`src/rtl/logic_basic_queue_arbiter_pkg.sv`:
```
// Shared types and helpers for the packet-aware queue arbiter.
// Optional macro LOGIC_BASIC_QUEUE_ARBITER_FIXED_PRIORITY_EN is consumed by the top.
package logic_basic_queue_arbiter_pkg;

  typedef enum logic {
    FSM_IDLE   = 1'b0,
    FSM_LOCKED = 1'b1
  } fsm_e;

  function automatic int id_width(input int inputs);
    return ($clog2(inputs) > 0) ? $clog2(inputs) : 1;
  endfunction

endpackage

```
`src/rtl/logic_basic_queue_arbiter_select.sv`:
```
// Rotated priority encoder: first asserted request at or after pointer, wrapping to 0.
// The search is split into an upper pass (index >= pointer) and a lower pass (any index).
module logic_basic_queue_arbiter_select
  import logic_basic_queue_arbiter_pkg::*;
#(
  parameter int INPUTS   = 2,
  parameter int ID_WIDTH = id_width(INPUTS)
) (
  input  logic [INPUTS-1:0]   request,
  input  logic [ID_WIDTH-1:0] pointer,
  output logic [ID_WIDTH-1:0] index,
  output logic                found
);

  logic                hi_found;
  logic                lo_found;
  logic [ID_WIDTH-1:0] hi_index;
  logic [ID_WIDTH-1:0] lo_index;

  always_comb begin
    hi_found = 1'b0;
    lo_found = 1'b0;
    hi_index = '0;
    lo_index = '0;
    for (int i = 0; i < INPUTS; i++) begin
      if (!hi_found && request[i] && (ID_WIDTH'(i) >= pointer)) begin
        hi_found = 1'b1;
        hi_index = ID_WIDTH'(i);
      end
      if (!lo_found && request[i]) begin
        lo_found = 1'b1;
        lo_index = ID_WIDTH'(i);
      end
    end
    found = hi_found || lo_found;
    index = hi_found ? hi_index : lo_index;
  end

endmodule

```
`src/rtl/logic_basic_queue_arbiter.sv`:
```
// Packet-aware arbiter sharing one registered AXI4-Stream slice between INPUTS sources.
// Define LOGIC_BASIC_QUEUE_ARBITER_FIXED_PRIORITY_EN for lowest-index-wins arbitration.
//
//   state      | meaning
//   FSM_IDLE   | no grant; searching rx_tvalid from the pointer, rx_tready all low
//   FSM_LOCKED | grant held until the granted input transfers its tlast beat
module logic_basic_queue_arbiter
  import logic_basic_queue_arbiter_pkg::*;
#(
  parameter  int INPUTS     = 2,
  parameter  int DATA_WIDTH = 1,
  localparam int ID_WIDTH   = id_width(INPUTS)
) (
  input  logic                  aclk,
  input  logic                  areset,
  input  logic [INPUTS-1:0]     rx_tvalid,
  output logic [INPUTS-1:0]     rx_tready,
  input  logic [INPUTS-1:0]     rx_tlast,
  input  logic [DATA_WIDTH-1:0] rx_tdata [INPUTS],
  input  logic                  tx_tready,
  output logic                  tx_tvalid,
  output logic                  tx_tlast,
  output logic [ID_WIDTH-1:0]   tx_tid,
  output logic [DATA_WIDTH-1:0] tx_tdata
);

  localparam logic [ID_WIDTH-1:0] LAST_IDX = ID_WIDTH'(INPUTS - 1);

  fsm_e                  state_q, state_d;
  logic [ID_WIDTH-1:0]   grant_q, grant_d;
  logic [ID_WIDTH-1:0]   ptr;
  logic [ID_WIDTH-1:0]   sel_index;
  logic                  sel_found;
  logic                  g_valid, g_last;
  logic [DATA_WIDTH-1:0] g_data;
  logic                  slot_open;
  logic                  accept;
  logic                  tvalid_q, tvalid_d;
  logic                  tlast_q, tlast_d;
  logic [ID_WIDTH-1:0]   tid_q, tid_d;
  logic [DATA_WIDTH-1:0] tdata_q, tdata_d;

`ifdef LOGIC_BASIC_QUEUE_ARBITER_FIXED_PRIORITY_EN
  assign ptr = '0;
`else
  logic [ID_WIDTH-1:0] ptr_q, ptr_d;
  assign ptr = ptr_q;

  always_ff @(posedge aclk or posedge areset) begin
    if (areset) ptr_q <= '0;
    else        ptr_q <= ptr_d;
  end
`endif

  logic_basic_queue_arbiter_select #(
    .INPUTS   (INPUTS),
    .ID_WIDTH (ID_WIDTH)
  ) u_select (
    .request (rx_tvalid),
    .pointer (ptr),
    .index   (sel_index),
    .found   (sel_found)
  );

  always_comb begin
    g_valid = 1'b0;
    g_last  = 1'b0;
    g_data  = '0;
    for (int i = 0; i < INPUTS; i++) begin
      if (grant_q == ID_WIDTH'(i)) begin
        g_valid = rx_tvalid[i];
        g_last  = rx_tlast[i];
        g_data  = rx_tdata[i];
      end
    end
  end

  always_comb begin
    state_d   = state_q;
    grant_d   = grant_q;
    rx_tready = '0;
    accept    = 1'b0;
    slot_open = tx_tready || !tvalid_q;
    tvalid_d  = tvalid_q && !tx_tready;
    tlast_d   = tlast_q;
    tid_d     = tid_q;
    tdata_d   = tdata_q;
`ifndef LOGIC_BASIC_QUEUE_ARBITER_FIXED_PRIORITY_EN
    ptr_d     = ptr_q;
`endif
    case (state_q)
      FSM_IDLE: begin
        if (sel_found) begin
          grant_d = sel_index;
          state_d = FSM_LOCKED;
        end
      end
      FSM_LOCKED: begin
        for (int i = 0; i < INPUTS; i++) begin
          rx_tready[i] = slot_open && (grant_q == ID_WIDTH'(i));
        end
        accept = g_valid && slot_open;
        if (accept) begin
          tvalid_d = 1'b1;
          tlast_d  = g_last;
          tid_d    = grant_q;
          tdata_d  = g_data;
          if (g_last) begin
            state_d = FSM_IDLE;
`ifndef LOGIC_BASIC_QUEUE_ARBITER_FIXED_PRIORITY_EN
            // explicit wrap so non-power-of-2 INPUTS rotates correctly
            ptr_d = (grant_q == LAST_IDX) ? '0 : grant_q + ID_WIDTH'(1);
`endif
          end
        end
      end
      default: state_d = FSM_IDLE;
    endcase
  end

  always_ff @(posedge aclk or posedge areset) begin
    if (areset) begin
      state_q  <= FSM_IDLE;
      grant_q  <= '0;
      tvalid_q <= 1'b0;
      tlast_q  <= 1'b0;
      tid_q    <= '0;
    end else begin
      state_q  <= state_d;
      grant_q  <= grant_d;
      tvalid_q <= tvalid_d;
      tlast_q  <= tlast_d;
      tid_q    <= tid_d;
    end
  end

  // data path is qualified by tx_tvalid, so it carries no reset
  always_ff @(posedge aclk) begin
    tdata_q <= tdata_d;
  end

  assign tx_tvalid = tvalid_q;
  assign tx_tlast  = tlast_q;
  assign tx_tid    = tid_q;
  assign tx_tdata  = tdata_q;

endmodule

```
`config.mk`:
```
export PLATFORM = sky130hd
export DESIGN_NAME = logic_basic_queue_arbiter
export DESIGN_NICKNAME = d
export VERILOG_FILES = /design/src/rtl/logic_basic_queue_arbiter_pkg.sv /design/src/rtl/logic_basic_queue_arbiter_select.sv /design/src/rtl/logic_basic_queue_arbiter.sv
export SDC_FILE = /design/constraint.sdc
export NUM_CORES = 1
export LEC_CHECK = 0
export ABC_AREA = 0
export ABC_CLOCK_PERIOD_IN_PS = 1300
export CORE_AREA = 2 2 39 41
export DETAILED_ROUTE_END_ITERATION = 10
export DIE_AREA = 0 0 41 43
export HOLD_SLACK_MARGIN = 0.06
export PLACE_DENSITY = 0.69
export SYNTH_ARGS = -nofsm -noshare
export SYNTH_HDL_FRONTEND = slang
export SYNTH_HIERARCHICAL = 1
export SYNTH_SLANG_ARGS = --single-unit
```
`constraint.sdc`:
```
create_clock -name aclk -period 1.3 [get_ports aclk]
set_clock_uncertainty 0.1 [all_clocks]
set_input_delay 0.325 -clock aclk [delete_from_list [all_inputs] [get_ports aclk]]
set_output_delay 0.325 -clock aclk [all_outputs]
set_load 0.03 [all_outputs]
```
Word level (Yosys, flattened, before mapping). Cells that the tools add are included. Widths: inputs -> output; s select.

Bits in registers: 7.

$add $sub $neg: 1. $lt $le $gt $ge: 2. Multiplexer cells: 18. Bitwise logic cells: 2. Reduce and logical (&&, ||, !) cells: 17.

Operators with widths (number): $mux 1 (16); $logic_and 1x1->1 (8); $logic_not 1->1 (4); $reduce_and 2->1 (2); $reduce_and 3->1 (1); $ge 1x1->1 const A (2); $logic_or 1x1->1 (2); $mux 2 (1); $not 1->1 (2); $pmux 1 s2 (1); $add 1x1->1 const B (1).

Longest topological paths before layout.
Depth after elaboration: 10. Depth in mapped cells: 4.

Modules after synthesis. The synthesis kept the hierarchy.

Modules (own cells, without submodules): logic_basic_queue_arbiter (instances 1, cells an instance 31, area each 385.4 um2, seq. area each 180.2 um2); logic_basic_queue_arbiter_select (instances 1, cells an instance 3, area each 17.5 um2, seq. area each 0.0 um2).

Worst setup path after synthesis. OpenSTA, ideal clock, no wires.

Kind: register -> output. From: reg tvalid_q, in the netlist tx_tvalid. To: out rx_tready[0]. Arrival time: 1.208 ns. Required time: 0.875 ns. Setup slack: -0.333 ns. Stages on the path, launching flop included: 4. Path buffers: 0. Cell sequence: dfrtp_1 -> or2b_4 -> nand2_1 -> nor2_1.

Word-level cells in the longest chain between the ends: 4.

Ends and longest elaborated chain: start, declared (RTL line logic_basic_queue_arbiter.sv:38) `logic tvalid_q, tvalid_d;`; start signal, assigned (RTL line logic_basic_queue_arbiter.sv:131) `tvalid_q <= tvalid_d;`; $logic_not 1->1 (RTL line logic_basic_queue_arbiter.sv:83) `slot_open = tx_tready || !tvalid_q;`; $logic_or 1x1->1 (RTL line logic_basic_queue_arbiter.sv:83); $logic_and 1x1->1 (RTL line logic_basic_queue_arbiter.sv:100) `rx_tready[i] = slot_open && (grant_q == ID_WIDTH'(i));`; $mux 2 (RTL line logic_basic_queue_arbiter.sv:91) `case (state_q)`; end, declared (RTL line logic_basic_queue_arbiter.sv:17) `output logic [INPUTS-1:0] rx_tready,`.

Every way passes these cells.

Worst setup path after layout.
From: reg state_q. To: out rx_tready[1].

Word-level cells in the longest chain between the ends: 1.

Ends and longest elaborated chain: start, declared (RTL line logic_basic_queue_arbiter.sv:29) `fsm_e state_q, state_d;`; start signal, assigned (RTL line logic_basic_queue_arbiter.sv:129) `state_q <= state_d;`; $mux 2 (RTL line logic_basic_queue_arbiter.sv:91).

Every way passes these cells.

==> results by group <==
Run status
  • Status: complete, but fails checks
  • Failing checks: negative setup slack

Power and ir drop
  • Combinational share of power: 0.584
  • Total power: approximately 1500 uW
  • Seq pwr share: 0.273
  • Pleak: ~0.00031 uW
  • Clock share of power: 0.143
  • P_sw: between 600 and 700 uW
  • Sw Ratio: 0.4016
  • Pint: 894.9 uW
  • PD cells: 2290 nW/um2
  • Peak supply drop: around 0.77 mV

Die
  • Die height: 43 um
  • I/O Pins: 15
  • Die area: roughly 1800 um2
  • Die W: around 40 um
  • Starting density of the core: 0.2911
  • Core Area: 1384 um2
  • FP Rows: 14

Synth
  • Post-synthesis cell type count: 17
  • Mapped cell area: 402.9 um2
  • Seq/Total Area, Yosys: 0.4472
  • Post-Syn Nets: between 40 and 50
  • Post-synthesis sequential element count: 7
  • Syn_area_per_cell: roughly 12 um2
  • Warnings from Yosys: 6
  • Mapped Cells: 34

Clock network
  • Number of clock sinks: 7
  • CTS Root Cell: clkbuf_4
  • Skew-Pair Late Insertion Delay: between 200 and 300 ps
  • CTS H-Tree Depth: 1
  • Clock buffer count from CTS: 3
  • TritonCTS clock tree: done
  • CTS clk-pin slew, worst paths: ~60 ps
  • CTS Buffer Depth: 2

Global routing
  • GRT overflow: 0
  • Largest net degree at the start of global routing: 9
  • Initial antenna violation count: 0
  • Vias in the first global route: roughly 340
  • First-pass GRT wire length: ~1400 um
  • GRT Util Overall: 0.1304

Final layout
  • Share of cells above drive strength 1: 0.5690
  • Post-route cell area: about 650 um2
  • Nets: 68
  • Most frequent cells in the layout: buf_4 (12), dfrtp_1 (5), clkdlybuf4s50_1 (5)
  • N_diodes: 0
  • Area Overhead vs Synth: 62.11%
  • Fin cells: between 70 and 80
  • Most common cell after layout, fill and taps aside: buf_4

Routing
  • DRT iter0 DRCs: 6
  • Final WL: between 900 and 1000 um
  • Vias after detailed routing: 343
  • Routed WL per cell: 12.49 um
  • Via density: 4.635
  • DRC errors left: 0
  • DR pass1 iterations: 3
  • Routed Antenna Nets: 0

Placement
  • Dpl hpwl: 602.1 um
  • Final RePlAce weighted congestion: about 0.7
  • Cell count after placement: 68
  • # port buffers: 14
  • Dpl cell area: 585.6 um2

Setup path
  • CP Class: reg2out
  • Worst r2r path cells: 4
  • Critical path origin: state_q
  • Worst-path fanout max: 7
  • Reg-to-Reg Start: tx_tvalid
  • Critical Path End Type: output port
  • CP required: just under 900 ps
  • CP Launch Type: register
  • Crit path DAT: 1160 ps

Timing
  • Slew Limit Fails: 0
  • Final setup fails: 5
  • Worst hold margin: approximately 180 ps
  • Tcrit/Tclk final: 1.216
  • Final WS setup: -281.4 ps
  • Post-layout minimum cycle time: around 1600 ps
  • RSZ-0062 raised after global routing: true
  • Hold Vio Cnt, Final: 0
  • Setup TNS: -683.6 ps
  • Slew @ Worst Pin: approximately 330 ps
  • Achievable Freq: about 630 MHz
  • Slew HR: 0.7833

Hold path
  • Min-delay worst type: in2async

Flow run
  • MaxCap Viol Count: 0
through the flow:
| step | util | setup slack (ps) |
|---|---|---|
| floorplan | - | -109.9 |
| global placement | 0.4231 | -431.2 |
| detailed placement | 0.4231 | -439.7 |
| CTS | 0.4665 | -294.2 |
| global route | 0.4720 | -322.7 |
| finish | 0.4720 | -281.4 |
worst paths after layout:
check | endpoint | slack [ps]
worst max-delay path | rx_tready[1] | -280
worst min-delay path | tx_tlast | 180
worst max register to register | tx_tid | -50
worst min register to register | tx_tlast | 430
max in group asynchronous | tx_tvalid | 710
min in group aclk | tx_tlast | 430
metal layers:
metal / track usage / vias to the layer above / share of wire
met5: 0 / - / 0
li1: - / 167 / -
met4: 0.1200 / 0 / 0.0097
met3: 0.03141 / 2 / 0.026
met1: 0.1546 / 164 / 0.42
met2: 0.1813 / 10 / 0.54
critical path, stage by stage (launching register included):
cell and delay [ps]:
dfrtp_1 530, and3_4 240, buf_6 120
layout make-up:
class	instances	area, um2
Inverter	3	11.26
Timing Repair Buffer	22	188.9
Multi-Input combinational cell	22	225.2
Sequential cell	7	181.4
Tap cell	16	20.02
Clock buffer	4	26.28
Fill cell	136	730.7
synth_stat cells, drive strengths merged:
| cell | count | area [um2] |
|---|---|---|
| a21boi | 1 | 7.510 |
| a21o | 1 | 8.760 |
| a31oi | 1 | 6.260 |
| a41oi | 2 | 17.52 |
| and3 | 2 | 15.01 |
| buf | 2 | 22.52 |
| dfrtp | 6 | 150.1 |
| edfxtp | 1 | 30.03 |
| inv | 3 | 11.26 |
| mux2 | 5 | 67.56 |
| nand2 | 3 | 11.26 |
| nand3 | 1 | 17.52 |
| nor2 | 2 | 7.510 |
| nor2b | 2 | 12.51 |
| or2 | 1 | 6.260 |
| or2b | 1 | 11.26 |
cells by family (layout without fill, tap and decap cells):
family / Yosys count / in the layout / share of synthesized area
AO/OA/AOI/OAI: 5 / 5 / 0.09941
buffers and inverters: 5 / 29 / 0.08384
flip-flops: 7 / 7 / 0.4472
multiplexers: 5 / 5 / 0.1677
AND/OR/NAND/NOR: 12 / 12 / 0.2019
power groups by stage:
stage               Sequential (uW)  Clock [uW]  Combinational, uW
CTS                             405         222                865
global placement                395           0                809
detailed placement              398           0                805
finish                          408         214                873
floorplan                       477           0                496
global route                    418         231                929
flip-flops by register name, indices dropped and copies added (netlist names):
name / cells
grant_q: 1
ptr: 1
state_q: 1
tx_tdata: 1
tx_tid: 1
tx_tlast: 1
tx_tvalid: 1
repair_timing:
item                       4_1_cts  5_1_grt
buffers inserted                 2        0
hold endpoints to repair         0        0
gates resized for setup          8        1
pin swaps                        3        0
hold buffers                     0        0
setup endpoints to repair        6        6
Power figures use the tool's default switching activity.
